### src/rtl/uart_pixel_packer_if.sv
`default_nettype none
// ============================================================================
// Module      : uart_pixel_packer_if
// Description : Bundles the pixel FIFO read port and the UART byte handshake
//               used by uart_pixel_packer.
//                 pix_rd_en  - FIFO read request, one-cycle pulse per pixel
//                 pix_data   - FIFO read data, valid the cycle after pix_rd_en
//                 tx_data    - byte to UART
//                 tx_valid   - tx_data valid
//                 tx_ready   - UART accepts byte (transfer = valid & ready)
//               master : packer side; slave : FIFO/UART side.
// Revision    : 1.0 - initial release
// ============================================================================
interface uart_pixel_packer_if;
  logic        pix_rd_en;
  logic [15:0] pix_data;
  logic [7:0]  tx_data;
  logic        tx_valid;
  logic        tx_ready;

  modport master (
    output pix_rd_en,
    output tx_data,
    output tx_valid,
    input  pix_data,
    input  tx_ready
  );

  modport slave (
    input  pix_rd_en,
    input  tx_data,
    input  tx_valid,
    output pix_data,
    output tx_ready
  );
endinterface
`default_nettype wire

### src/rtl/uart_pixel_packer.sv
`default_nettype none
// ============================================================================
// Module      : uart_pixel_packer
// Description : Reads one frame of H_PIXEL*V_PIXEL RGB565 pixels from the
//               SDRAM read FIFO and sends it to a byte-wide UART as
//               SYNC0, SYNC1, frame index, then each pixel MSB byte first.
//               FIFO reads are paced to the UART handshake.
// Ports       : clk        - clock
//               rst        - synchronous reset, active-high
//               stream_en  - allows a new frame to start (sampled in IDLE)
//               bus        - master modport: FIFO read port + UART byte bus
//               busy       - high from header start to last byte accepted
//               frame_done - one-cycle pulse after the final byte of a frame
//               frame_idx  - index of the current or last frame
// Options     : UART_PIXEL_PACKER_CKSUM_EN - appends an 8-bit sum of all
//               pixel bytes after the last pixel.
// Revision    : 1.0 - initial release
// ============================================================================
module uart_pixel_packer #(
  parameter int          H_PIXEL = 640,
  parameter int          V_PIXEL = 480,
  parameter logic [7:0]  SYNC0   = 8'hA5,
  parameter logic [7:0]  SYNC1   = 8'h5A
) (
  input  wire                  clk,
  input  wire                  rst,
  input  wire                  stream_en,
  uart_pixel_packer_if.master  bus,
  output logic                 busy,
  output logic                 frame_done,
  output logic [7:0]           frame_idx
);

  localparam int N     = H_PIXEL * V_PIXEL;
  localparam int CNT_W = (N > 1) ? $clog2(N) : 1;

  typedef enum logic [3:0] {
    S_IDLE    = 4'd0,
    S_HDR0    = 4'd1,
    S_HDR1    = 4'd2,
    S_HDR2    = 4'd3,
    S_RD_REQ  = 4'd4,
    S_RD_WAIT = 4'd5,
    S_BYTE_HI = 4'd6,
    S_BYTE_LO = 4'd7,
    S_CKSUM   = 4'd8,
    S_END     = 4'd9
  } state_t;

  state_t             r_state,    w_state_n;
  logic [15:0]        r_hold,     w_hold_n;
  logic [CNT_W-1:0]   r_cnt,      w_cnt_n;
  logic [7:0]         r_frame_idx, w_idx_n;
  logic [7:0]         r_tx_data,  w_tx_data_n;
  logic               r_tx_valid, w_tx_valid_n;
  logic               r_rd_en,    w_rd_en_n;
  logic               r_busy,     w_busy_n;
  logic               r_done,     w_done_n;
  logic               w_xfer;
`ifdef UART_PIXEL_PACKER_CKSUM_EN
  logic [7:0]         r_sum,      w_sum_n;
`endif

  assign w_xfer        = r_tx_valid & bus.tx_ready;
  assign bus.tx_data   = r_tx_data;
  assign bus.tx_valid  = r_tx_valid;
  assign bus.pix_rd_en = r_rd_en;
  assign busy          = r_busy;
  assign frame_done    = r_done;
  assign frame_idx     = r_frame_idx;

  // Next-state logic. The registered outputs below are decoded from the
  // next state so they line up with the state they belong to.
  always_comb begin
    w_state_n = r_state;
    w_hold_n  = r_hold;
    w_cnt_n   = r_cnt;
    w_idx_n   = r_frame_idx;
`ifdef UART_PIXEL_PACKER_CKSUM_EN
    w_sum_n   = r_sum;
`endif
    case (r_state)
      S_IDLE: begin
`ifdef UART_PIXEL_PACKER_CKSUM_EN
        w_sum_n = 8'h00;
`endif
        if (stream_en) w_state_n = S_HDR0;
      end
      S_HDR0:    if (w_xfer) w_state_n = S_HDR1;
      S_HDR1:    if (w_xfer) w_state_n = S_HDR2;
      S_HDR2:    if (w_xfer) w_state_n = S_RD_REQ;
      S_RD_REQ:  w_state_n = S_RD_WAIT;
      S_RD_WAIT: begin
        w_hold_n  = bus.pix_data;
        w_state_n = S_BYTE_HI;
      end
      S_BYTE_HI: begin
        if (w_xfer) begin
`ifdef UART_PIXEL_PACKER_CKSUM_EN
          w_sum_n = r_sum + r_tx_data;
`endif
          w_state_n = S_BYTE_LO;
        end
      end
      S_BYTE_LO: begin
        if (w_xfer) begin
`ifdef UART_PIXEL_PACKER_CKSUM_EN
          w_sum_n = r_sum + r_tx_data;
`endif
          if (r_cnt == CNT_W'(N - 1)) begin
`ifdef UART_PIXEL_PACKER_CKSUM_EN
            w_state_n = S_CKSUM;
`else
            w_state_n = S_END;
`endif
          end else begin
            w_cnt_n   = r_cnt + CNT_W'(1);
            w_state_n = S_RD_REQ;
          end
        end
      end
`ifdef UART_PIXEL_PACKER_CKSUM_EN
      S_CKSUM:   if (w_xfer) w_state_n = S_END;
`endif
      S_END: begin
        w_cnt_n   = '0;
        w_idx_n   = r_frame_idx + 8'd1;
        w_state_n = S_IDLE;
      end
      default:   w_state_n = S_IDLE;
    endcase
  end

  // Output decode from the next state. tx_data keeps its last value when
  // no byte is offered so a stalled byte never changes.
  always_comb begin
    w_tx_valid_n = 1'b0;
    w_tx_data_n  = r_tx_data;
    w_rd_en_n    = 1'b0;
    w_done_n     = 1'b0;
    w_busy_n     = 1'b1;
    case (w_state_n)
      S_IDLE:    w_busy_n = 1'b0;
      S_HDR0:    begin w_tx_valid_n = 1'b1; w_tx_data_n = SYNC0;          end
      S_HDR1:    begin w_tx_valid_n = 1'b1; w_tx_data_n = SYNC1;          end
      S_HDR2:    begin w_tx_valid_n = 1'b1; w_tx_data_n = r_frame_idx;    end
      S_RD_REQ:  w_rd_en_n = 1'b1;
      S_BYTE_HI: begin w_tx_valid_n = 1'b1; w_tx_data_n = w_hold_n[15:8]; end
      S_BYTE_LO: begin w_tx_valid_n = 1'b1; w_tx_data_n = w_hold_n[7:0];  end
`ifdef UART_PIXEL_PACKER_CKSUM_EN
      S_CKSUM:   begin w_tx_valid_n = 1'b1; w_tx_data_n = w_sum_n;        end
`endif
      S_END:     begin w_done_n = 1'b1; w_busy_n = 1'b0;                  end
      default:   ;
    endcase
  end

  always_ff @(posedge clk) begin
    if (rst) begin
      r_state     <= S_IDLE;
      r_hold      <= 16'h0000;
      r_cnt       <= '0;
      r_frame_idx <= 8'h00;
      r_tx_data   <= 8'h00;
      r_tx_valid  <= 1'b0;
      r_rd_en     <= 1'b0;
      r_busy      <= 1'b0;
      r_done      <= 1'b0;
`ifdef UART_PIXEL_PACKER_CKSUM_EN
      r_sum       <= 8'h00;
`endif
    end else begin
      r_state     <= w_state_n;
      r_hold      <= w_hold_n;
      r_cnt       <= w_cnt_n;
      r_frame_idx <= w_idx_n;
      r_tx_data   <= w_tx_data_n;
      r_tx_valid  <= w_tx_valid_n;
      r_rd_en     <= w_rd_en_n;
      r_busy      <= w_busy_n;
      r_done      <= w_done_n;
`ifdef UART_PIXEL_PACKER_CKSUM_EN
      r_sum       <= w_sum_n;
`endif
    end
  end

endmodule
`default_nettype wire
### src/flat_wrapper.sv
// flat-port wrapper written by rule: the top's interface ports become plain ports
module uart_pixel_packer_flat 
#(
  parameter int          H_PIXEL = 640,
  parameter int          V_PIXEL = 480,
  parameter logic [7:0]  SYNC0   = 8'hA5,
  parameter logic [7:0]  SYNC1   = 8'h5A
)
  (clk, rst, stream_en, busy, frame_done, frame_idx, bus_pix_rd_en, bus_tx_data, bus_tx_valid, bus_pix_data, bus_tx_ready);
  uart_pixel_packer_if bus_i ();
  input  wire clk;
  input  wire rst;
  input  wire stream_en;
  output logic busy;
  output logic frame_done;
  output logic [7:0] frame_idx;
  output wire logic [$bits(bus_i.pix_rd_en)-1:0] bus_pix_rd_en;
  output wire logic [$bits(bus_i.tx_data)-1:0] bus_tx_data;
  output wire logic [$bits(bus_i.tx_valid)-1:0] bus_tx_valid;
  input wire logic [$bits(bus_i.pix_data)-1:0] bus_pix_data;
  input wire logic [$bits(bus_i.tx_ready)-1:0] bus_tx_ready;
  assign bus_pix_rd_en = bus_i.pix_rd_en;
  assign bus_tx_data = bus_i.tx_data;
  assign bus_tx_valid = bus_i.tx_valid;
  assign bus_i.pix_data = bus_pix_data;
  assign bus_i.tx_ready = bus_tx_ready;
  uart_pixel_packer #(.H_PIXEL(H_PIXEL), .V_PIXEL(V_PIXEL), .SYNC0(SYNC0), .SYNC1(SYNC1)) u_core (.clk(clk), .rst(rst), .stream_en(stream_en), .bus(bus_i), .busy(busy), .frame_done(frame_done), .frame_idx(frame_idx));
endmodule
### config.mk
export PLATFORM = sky130hd
export DESIGN_NAME = uart_pixel_packer_flat
export DESIGN_NICKNAME = d
export VERILOG_FILES = /design/src/rtl/uart_pixel_packer_if.sv /design/src/rtl/uart_pixel_packer.sv /design/src/flat_wrapper.sv
export SDC_FILE = /design/constraint.sdc
export NUM_CORES = 1
export LEC_CHECK = 0
export ABC_CLOCK_PERIOD_IN_PS = 4600
export CAP_MARGIN = 20
export CORE_UTILIZATION = 58
export CTS_CLUSTER_DIAMETER = 150
export DETAILED_ROUTE_END_ITERATION = 7
export PLACE_DENSITY = 0.86
export SLEW_MARGIN = 0
export SYNTH_ARGS = -nofsm -noshare
export SYNTH_HDL_FRONTEND = slang
export SYNTH_SLANG_ARGS = --single-unit
### constraint.sdc
create_clock -name clk -period 4.6 [get_ports clk]
set_input_delay 0.92 -clock clk [delete_from_list [all_inputs] [get_ports clk]]
set_output_delay 0.92 -clock clk [all_outputs]
set_load 0.02 [all_outputs]
==> results of run 1 <==
==> metrics by stage <==
step	hold slack, ns	total power, mW	std cells	setup slack, ns
floorplan	0.450	0.578	290	2.33
global placement	0.463	0.611	367	1.46
detailed placement	0.477	0.613	367	1.38
CTS	0.494	1.03	383	1.76
global route	0.518	1.06	383	1.49
finish	0.484	1.02	383	1.67
==> cell type report <==
type	count	area (sq um)
Sequential cell	59	1180
Clock buffer	11	141
Tap cell	52	65.1
Timing Repair Buffer	40	398
Inverter	3	11.3
Multi-Input combinational cell	213	1440
Fill cell	303	1140
Clock inverter	5	37.5
==> cell usage after synthesis (3+ instances only) <==
master,n
clkbuf_1,5
nand4_1,15
buf_2,4
a21oi_1,9
and3_1,6
mux2_2,7
xor2_1,21
a221oi_1,4
nor2_1,59
nand2_1,6
buf_1,3
a211o_1,3
mux2i_1,19
xnor2_1,4
o22ai_1,5
nor3_1,3
dfxtp_1,59
or2_2,4
nand3_1,10
==> where the power goes <==
group | switching, mW | leakage [nW] | internal (mW)
clock network | 0.210 | 0.0859 | 0.212
registers | 0.00620 | 0.477 | 0.518
logic | 0.0395 | 0.630 | 0.0398
total | 0.256 | 1.19 | 0.769
==> kinds of logic after synthesis <==
family / count (synthesis) / share of synthesized area
and+or+nand+nor: 130 / 0.261
DFF: 59 / 0.436
AOI/OAI and AO/OA: 30 / 0.0803
muxes: 26 / 0.0993
xor gates and xnor gates: 25 / 0.0808
buffers and inverters: 18 / 0.0337
adders and majority gates: 2 / 0.00923
==> worst min-delay path, cell delays in order, from the launching register on <==
cell and delay, ns:
dfxtp_1 0.31, mux2i_1 0.07, nor2_1 0.08
==> per-layer routing <==
| metal | vias up | wire, microns |
|---|---|---|
| met5 | - | 0 |
| met4 | 0 | 97 |
| met3 | 10 | 372 |
| met2 | 67 | 2630 |
| met1 | 1049 | 2610 |
| li1 | 1096 | - |
==> state kept, by name, indices dropped and copies added (netlist names) <==
signal,cells
u_core.r_cnt,19
u_core.r_hold,16
u_core.bus.tx_data,8
u_core.frame_idx,8
u_core.r_state,4
u_core.bus.pix_rd_en,1
u_core.bus.tx_valid,1
u_core.busy,1
u_core.frame_done,1
==> final timing paths <==
path	from	endpoint	slack, ns
hold reg to reg	u_core.r_hold[11]	u_core.r_hold[11]	0.48
hold / removal	u_core.r_hold[11]	u_core.r_hold[11]	0.48
setup / recovery	bus_tx_ready	u_core.r_cnt[15]	1.67
setup reg to reg	u_core.r_state[0]	u_core.bus.tx_data[7]	1.80
==> results by group, run 1 <==
Run status
  • Outcome: finished clean

Yosys
  • Async SR Flop Fraction: 0
  • Register area share after synthesis: 0.436
  • Ys Warns: 0
  • Post-synth EDFFs: 0
  • Avg Cell Area, Syn: about 9.3 sq um
  • Flops & latches, synth: 59
  • Syn Nets: 312
  • Syn Inst Count: between 200 and 300
  • Largest area contributor in the netlist: dfxtp_1
  • Synth top area cells: dfxtp_1 (44%), nor2_1 (8.2%), mux2i_1 (7.0%)
  • Netlist Area Pre-Place: around 2700 sq um
  • Synth Flop Type: dfxtp_1
  • Post-synth cell types: 53
  • Share of the synthesized area in the top cell type: 0.436

Clock network
  • CTS clk-pin slew, worst paths: approximately 0.07 ns
  • Total CTS buffers: 9
  • Root Driver: clkbuf_8
  • Post-cts sizing count: 0
  • Postcts setup bufs: 0
  • CTS tree: built
  • H-tree depth: 3
  • Max Buffers Root-to-Sink: 2
  • Clock Latency Late Sink: between 0.3 and 0.4 ns
  • Sink Count: between 50 and 60
  • Hold buffers post-CTS: 0

Die
  • Row Count: 24
  • Io pins: 40
  • Die Y: a little over 70 microns
  • Initial core utilization: 0.614
  • Die W: 70.4 microns
  • Die footprint: just under 5000 sq um
  • Core area: 4410 sq um

STA
  • Pins Over Slew Limit: 0
  • Final min period: 2.93 ns
  • Clock skew: 0.00679 ns
  • Peak Freq: 341 MHz
  • Fin. Hold Viols: 0
  • Least-Margin Pin Slew: around 1.0 ns
  • Max-Slew Margin vs Limit: 0.319
  • TNS Setup: 0 ns
  • # setup viols final: 0
  • Period utilisation layout: 0.637
  • RSZ-0062 raised after global routing: false

Global routing
  • Initial antenna violation count: 0
  • Met2 Usage GRT: 0.378
  • GRT Total Usage: 0.248
  • Grt met1 use: 0.319
  • Number of global-route vias before repair: around 2,100
  • Met3 Use GR: 0.0909
  • Gr ovfl total: 0
  • Most Crowded Layer GR: met2
  • First-pass GRT wire length: approximately 9600 microns
  • Largest net degree at the start of global routing: 26

Final layout
  • Commonest non-fill, non-tap cells in the layout: nor2_1 (59), dfxtp_1 (59), clkdlybuf4s50_1 (39)
  • Area Overhead vs Synth: 20.7%
  • Layout cells sized above 1: 0.118
  • Core Util, Final: 0.741
  • Cell area after layout: between 3000 and 4000 sq um
  • # diodes: 0
  • # nets final: 348

Pwr
  • Worst vdd ir: around 0.27 mV
  • Power per cell area: 313 nW/um^2
  • Leak: approximately 1.2 nW

Place
  • Port Buf Inserts: 39
  • Gpl congestion: 0.866
  • Placed inst area: 3090 sq um
  • DP Wirelength: 3920 microns

Critical path
  • Worst path max stage delay: about 0.76 ns
  • Buf+Inv Stages, Crit Path: 1
  • Worst EP required: 4.82 ns
  • Setup crit end kind: register
  • Worst Setup Start Kind: input port
  • Critical path class: input port to register
  • WP depth: 7
  • R2R depth: 6
  • CP Max Fanout: 7
  • Family with the most delay on the worst path: simple AND/OR/NAND/NOR gates
  • Slowest CP cell: nor3b_1
  • Critical path arrival: between 3 and 4 ns
  • Cell Chain, Critical Path: clkdlybuf4s50_1, nand3_1, o22ai_1, nor3b_1, nand4_1, xor2_1, nor2_1

Drt
  • Vias: 2,222
  • Iter 0 DRT Violations: about 160
  • DR vias/cell: 5.80
  • # DRC: 0
  • ANT nets after route: 0
  • Drt total wl: ~5700 microns
  • Avg WL per Cell: about 15 microns
  • Iteration count of the initial detailed-routing pass: 5

Flow run
  • Max-Cap Viols: 0

Hold path
  • Number of cells on the worst hold path: 2
  • HP Class: register to register
(Power assumes the default switching activity.)
==> run 2: changes to the inputs <==
Settings changed: ABC_CLOCK_PERIOD_IN_PS 4600 to 2600, CORE_UTILIZATION 58 to 48, PLACE_DENSITY 0.86 to 0.76.
Clock period 4.6 ns to 2.6 ns, I/O delays scaled along.
==> run 2 against run 1 <==
  * Non-clock buffer count increased by 10
  * Via count increased by 0.45%
  * Count of clock-buffer cells in the layout unchanged
  * Register-to-register slack got worse by 1.5 ns
  * Total power increased by 100%
  * Critical endpoint is now u_core.bus.tx_data[4]
  * Largest cell class unchanged
==> results by group, run 2 (same netlist as run 1, synthesis figures left out) <==
STA
  • Period utilisation layout: 0.886
  • Min Hold Slack: just under 0.5 ns
  • Peak Freq: around 430 MHz
  • TNS Setup: 0 ns
  • Pins Over Slew Limit: 0
  • Least-Margin Pin Slew: approximately 0.75 ns
  • Final min period: around 2.3 ns
  • # setup viols final: 0
  • Clock skew: ~0.0081 ns
  • Fin. Hold Viols: 0
  • RSZ-0062 raised after global routing: false
  • Setup ws final: around 0.3 ns
  • Max-Slew Margin vs Limit: 0.496

Global routing
  • Grt met1 use: 0.266
  • Number of global-route vias before repair: between 2,000 and 2,500
  • Most Crowded Layer GR: met2
  • GRT Total Usage: 0.207
  • Initial antenna violation count: 0
  • Met3 Use GR: 0.0619
  • First-pass GRT wire length: approximately 9600 microns
  • Gr ovfl total: 0
  • Largest net degree at the start of global routing: 30
  • Met2 Usage GRT: 0.313

Drt
  • ANT nets after route: 0
  • Avg WL per Cell: roughly 14 microns
  • Drt total wl: between 5000 and 6000 microns
  • # DRC: 0
  • Iteration count of the initial detailed-routing pass: 4
  • DR vias/cell: 5.43
  • Iter 0 DRT Violations: roughly 150
  • Vias: about 2,200

Clock network
  • Hold buffers post-CTS: 0
  • Total CTS buffers: 9
  • Root Driver: clkbuf_8
  • Sink Count: 59
  • Clock Latency Late Sink: between 0.3 and 0.4 ns
  • Post-cts sizing count: 0
  • CTS tree: built
  • H-tree depth: 3
  • Postcts setup bufs: 0
  • Max Buffers Root-to-Sink: 2
  • CTS clk-pin slew, worst paths: roughly 0.06 ns

Hold path
  • HP Class: register to register
  • Number of cells on the worst hold path: 2
  • Sink of the worst hold path: u_core.r_hold[6]
  • Hold path startpoint: u_core.r_hold[6]

Final layout
  • Area Overhead vs Synth: 27.1%
  • Cell area after layout: between 3000 and 4000 sq um
  • Biggest regs: u_core.r_cnt: 19 flops, u_core.r_hold: 16 flops
  • Max reg flops: 19
  • Reg with most FFs: u_core.r_cnt
  • # diodes: 0
  • # nets final: around 360
  • Commonest non-fill, non-tap cells in the layout: nor2_1 (59), dfxtp_1 (59), clkdlybuf4s50_1 (39)
  • Layout cells sized above 1: 0.144

Critical path
  • Cell Chain, Critical Path: or4b_4, nor4_4, a41o_1, nand2b_1, buf_12, mux2_2, o22ai_1
  • Critical path arrival: 2.56 ns
  • Critical path class: register to register
  • Worst path max stage delay: approximately 0.5 ns
  • Family with the most delay on the worst path: simple AND/OR/NAND/NOR gates
  • Critical R2R Launch: u_core.r_cnt[13]
  • Slowest CP cell: or4b_4
  • R2R depth: 7
  • Worst EP required: approximately 2.9 ns
  • RR Endpoint: u_core.bus.tx_data[4]
  • CP Max Fanout: 7
  • FF-to-FF setup slack: slightly below 0.3 ns
  • Buf+Inv Stages, Crit Path: 1
  • Setup crit end kind: register
  • Worst Setup Start Kind: register

Die
  • Die W: 77.1 microns
  • Core area: between 5000 and 6000 sq um
  • Initial core utilization: 0.514
  • Die footprint: between 5000 and 6000 sq um
  • Io pins: 40
  • Die Y: roughly 77 microns
  • Row Count: 26

Place
  • DP Wirelength: roughly 4100 microns
  • Port Buf Inserts: 39
  • Placed inst area: around 3200 sq um
  • DP Worst Slack: between 0.1 and 0.15 ns
  • Gpl congestion: 0.846

Pwr
  • Power per cell area: roughly 610 nW/um^2
  • Power Total: ~2.1 mW
  • Leak: 1.29 nW
  • Worst vdd ir: 0.410 mV

Flow run
  • Max-Cap Viols: 0

Run status
  • Outcome: finished clean
-- run 2: changes by cell type in the layout (fill, tap and decap cells not counted), sizes merged --
cell,before,now
clkinvlp,2,0
inv,3,2
buf,1,11
bufinv,0,3
-- run 2: how the worst max path moves through the flow --
stage,start,to,cells after the start
final,u_core.r_cnt[13],u_core.bus.tx_data[4],7
after global routing,u_core.r_cnt[13],u_core.bus.tx_data[4],7
after CTS,u_core.r_cnt[13],u_core.bus.tx_data[4],7
after detailed placement,bus_tx_ready,u_core.bus.tx_data[7],7
after global placement,bus_tx_ready,u_core.bus.tx_data[7],7
after floorplan,u_core.r_cnt[12],u_core.bus.tx_data[7],7
-- run 2: final cells by class --
cell class                 count  area [sq um]
fill                         441          1830
multi-input combinational    213          1440
sequential                    59          1180
timing repair buffer          50           485
clock buffer                  11           141
clock inverter                 5           100
tap                           70          87.6
inverter                       3          11.3
-- run 2: through the flow --
stage           util  std cells
3_3_place_gp   0.608        395
5_1_grt        0.654        411
3_5_place_dp   0.608        395
6_report       0.654        411
2_1_floorplan      -        290
4_1_cts        0.654        411
-- run 2: worst min-delay path, stage by stage, from the launching register on --
cell	delay, ns
dfxtp_1	0.30
mux2i_1	0.07
nor2_1	0.08
-- run 2: power by group --
group | internal, mW | switching (mW) | total, mW
Clock | 0.660 | 0.350 | 1.01
Sequential | 0.916 | 0.0116 | 0.928
Combinational | 0.0779 | 0.0687 | 0.147
Total | 1.65 | 0.430 | 2.08
-- run 2: routing by layer --
layer	vias to the layer above	routed length, microns
met5	-	0
met1	1050	2690
met3	8	330
met2	55	2610
met4	0	78
li1	1119	-
==> run 3: changes to the inputs <==
Settings changed: CORE_MARGIN set to 2.
==> run 3 against run 2 <==
  * Register-to-register slack better by 0.05 ns
  * Clock skew rose by 0.0010 ns
  * Sequential power about the same
  * Critical path depth did not move
  * Maximum frequency rose by 2.1%
  * Cell area decreased by 0.18%
  * Utilization decreased by 2.5 points
==> results by group, run 3 (same netlist as run 1, synthesis figures left out) <==
Run status
  • Outcome: finished clean

Final layout
  • # nets final: ~360
  • Biggest regs: u_core.r_cnt: 19 flops, u_core.r_hold: 16 flops
  • Area Overhead vs Synth: 26.9%
  • Reg with most FFs: u_core.r_cnt
  • Max reg flops: 19
  • Cell area after layout: between 3000 and 4000 sq um
  • # diodes: 0
  • Core Util, Final: 0.628
  • Layout cells sized above 1: 0.144
  • Commonest non-fill, non-tap cells in the layout: nor2_1 (59), dfxtp_1 (59), clkdlybuf4s50_1 (39)
  • Fillers: 474

STA
  • RSZ-0062 raised after global routing: false
  • Max-Slew Margin vs Limit: 0.496
  • Period utilisation layout: 0.868
  • Setup ws final: roughly 0.34 ns
  • Pins Over Slew Limit: 0
  • # setup viols final: 0
  • Fin. Hold Viols: 0
  • Least-Margin Pin Slew: roughly 0.75 ns
  • Final min period: ~2.3 ns
  • TNS Setup: 0 ns
  • Clock skew: approximately 0.009 ns
  • Peak Freq: ~440 MHz

Clock network
  • Hold buffers post-CTS: 0
  • Total CTS buffers: 9
  • CTS tree: built
  • H-tree depth: 3
  • Postcts setup bufs: 0
  • Post-cts sizing count: 0
  • CTS clk-pin slew, worst paths: about 0.060 ns
  • Max Buffers Root-to-Sink: 2
  • Sink Count: 59
  • Clock Latency Late Sink: about 0.34 ns
  • Root Driver: clkbuf_8

Global routing
  • Met3 Use GR: 0.0455
  • Number of global-route vias before repair: approximately 2,100
  • Most Crowded Layer GR: met2
  • Grt met1 use: 0.271
  • Largest net degree at the start of global routing: 19
  • First-pass GRT wire length: around 9600 microns
  • Initial antenna violation count: 0
  • GRT Total Usage: 0.195
  • Gr ovfl total: 0
  • Met2 Usage GRT: 0.284

Critical path
  • FF-to-FF setup slack: approximately 0.34 ns
  • Worst EP required: 2.87 ns
  • Setup crit end kind: register
  • CP Max Fanout: 7
  • Worst Setup Start Kind: register
  • Critical path class: register to register
  • Critical path arrival: ~2.5 ns

Hold path
  • HP Class: register to register

Pwr
  • Leak: 1.28 nW
  • Power per cell area: ~600 nW/um^2
  • Worst vdd ir: about 0.36 mV
  • Power Total: 2.07 mW

Place
  • Placed inst area: around 3200 sq um
  • DP Worst Slack: between 0.15 and 0.2 ns
  • Gpl congestion: between 0.8 and 0.9
  • Port Buf Inserts: 39
  • DP Wirelength: 3950 microns

Die
  • Die W: 79.1 microns
  • Io pins: 40
  • Die Y: 79.1 microns
  • Row Count: 27
  • Die footprint: ~6300 sq um
  • Core area: approximately 5500 sq um
  • Initial core utilization: 0.495

Drt
  • Avg WL per Cell: between 10 and 15 microns
  • Vias: roughly 2,200
  • ANT nets after route: 0
  • Drt total wl: between 5000 and 6000 microns
  • Iter 0 DRT Violations: 165
  • Iteration count of the initial detailed-routing pass: 4
  • DR vias/cell: around 5.4
  • # DRC: 0

Flow run
  • Max-Cap Viols: 0
-- run 3: cell count changes in the layout (fill, tap and decap cells not counted) --
cell / before / now
clkbuf_1: 1 / 0
buf_4: 10 / 9
clkinv_4: 0 / 1
clkinvlp_4: 0 / 1
clkbuf_8: 10 / 9
-- run 3: metrics by stage --
step	cells	hold WS [ns]
2_1_floorplan	290	0.450
3_3_place_gp	396	0.472
3_5_place_dp	396	0.477
4_1_cts	412	0.492
5_1_grt	412	0.516
6_report	412	0.488
-- run 3: final timing paths --
check / startpoint / to / cells after the start
max: u_core.r_cnt[13] / u_core.bus.tx_data[5] / 7
min: u_core.r_hold[6] / u_core.r_hold[6] / 2
max reg2reg: u_core.r_cnt[13] / u_core.bus.tx_data[5] / 7
min reg2reg: u_core.r_hold[6] / u_core.r_hold[6] / 2
-- run 3: cell type report --
cell class              count  area (sq um)  area share
flip-flops and latches     59          1180       0.344
clock buffers               9           124      0.0360
clock inverters             7           116      0.0338
multi-input cells         213          1440       0.418
inverters                   3          11.3     0.00328
well taps                  72          90.1      0.0262
repair buffers             49           478       0.139
-- run 3: layer usage --
| metal | up-vias | wire length [microns] |
|---|---|---|
| met2 | 53 | 2490 |
| met3 | 11 | 204 |
| met1 | 1053 | 2730 |
| met5 | - | 0 |
| li1 | 1116 | - |
| met4 | 0 | 121 |
-- run 3: worst max-delay path, cell delays in order, from the launching register on --
cell and delay, ns:
dfxtp_1 0.38, or4b_4 0.50, nor4_4 0.34, a41o_1 0.25, nand2b_1 0.15, buf_12 0.18, mux2_2 0.27, a21oi_1 0.13
-- run 3: power by group --
part | internal [mW] | total [mW] | switching, mW
combinational | 0.0772 | 0.145 | 0.0675
sequential | 0.916 | 0.927 | 0.0114
clock | 0.634 | 0.999 | 0.365
total | 1.63 | 2.07 | 0.444
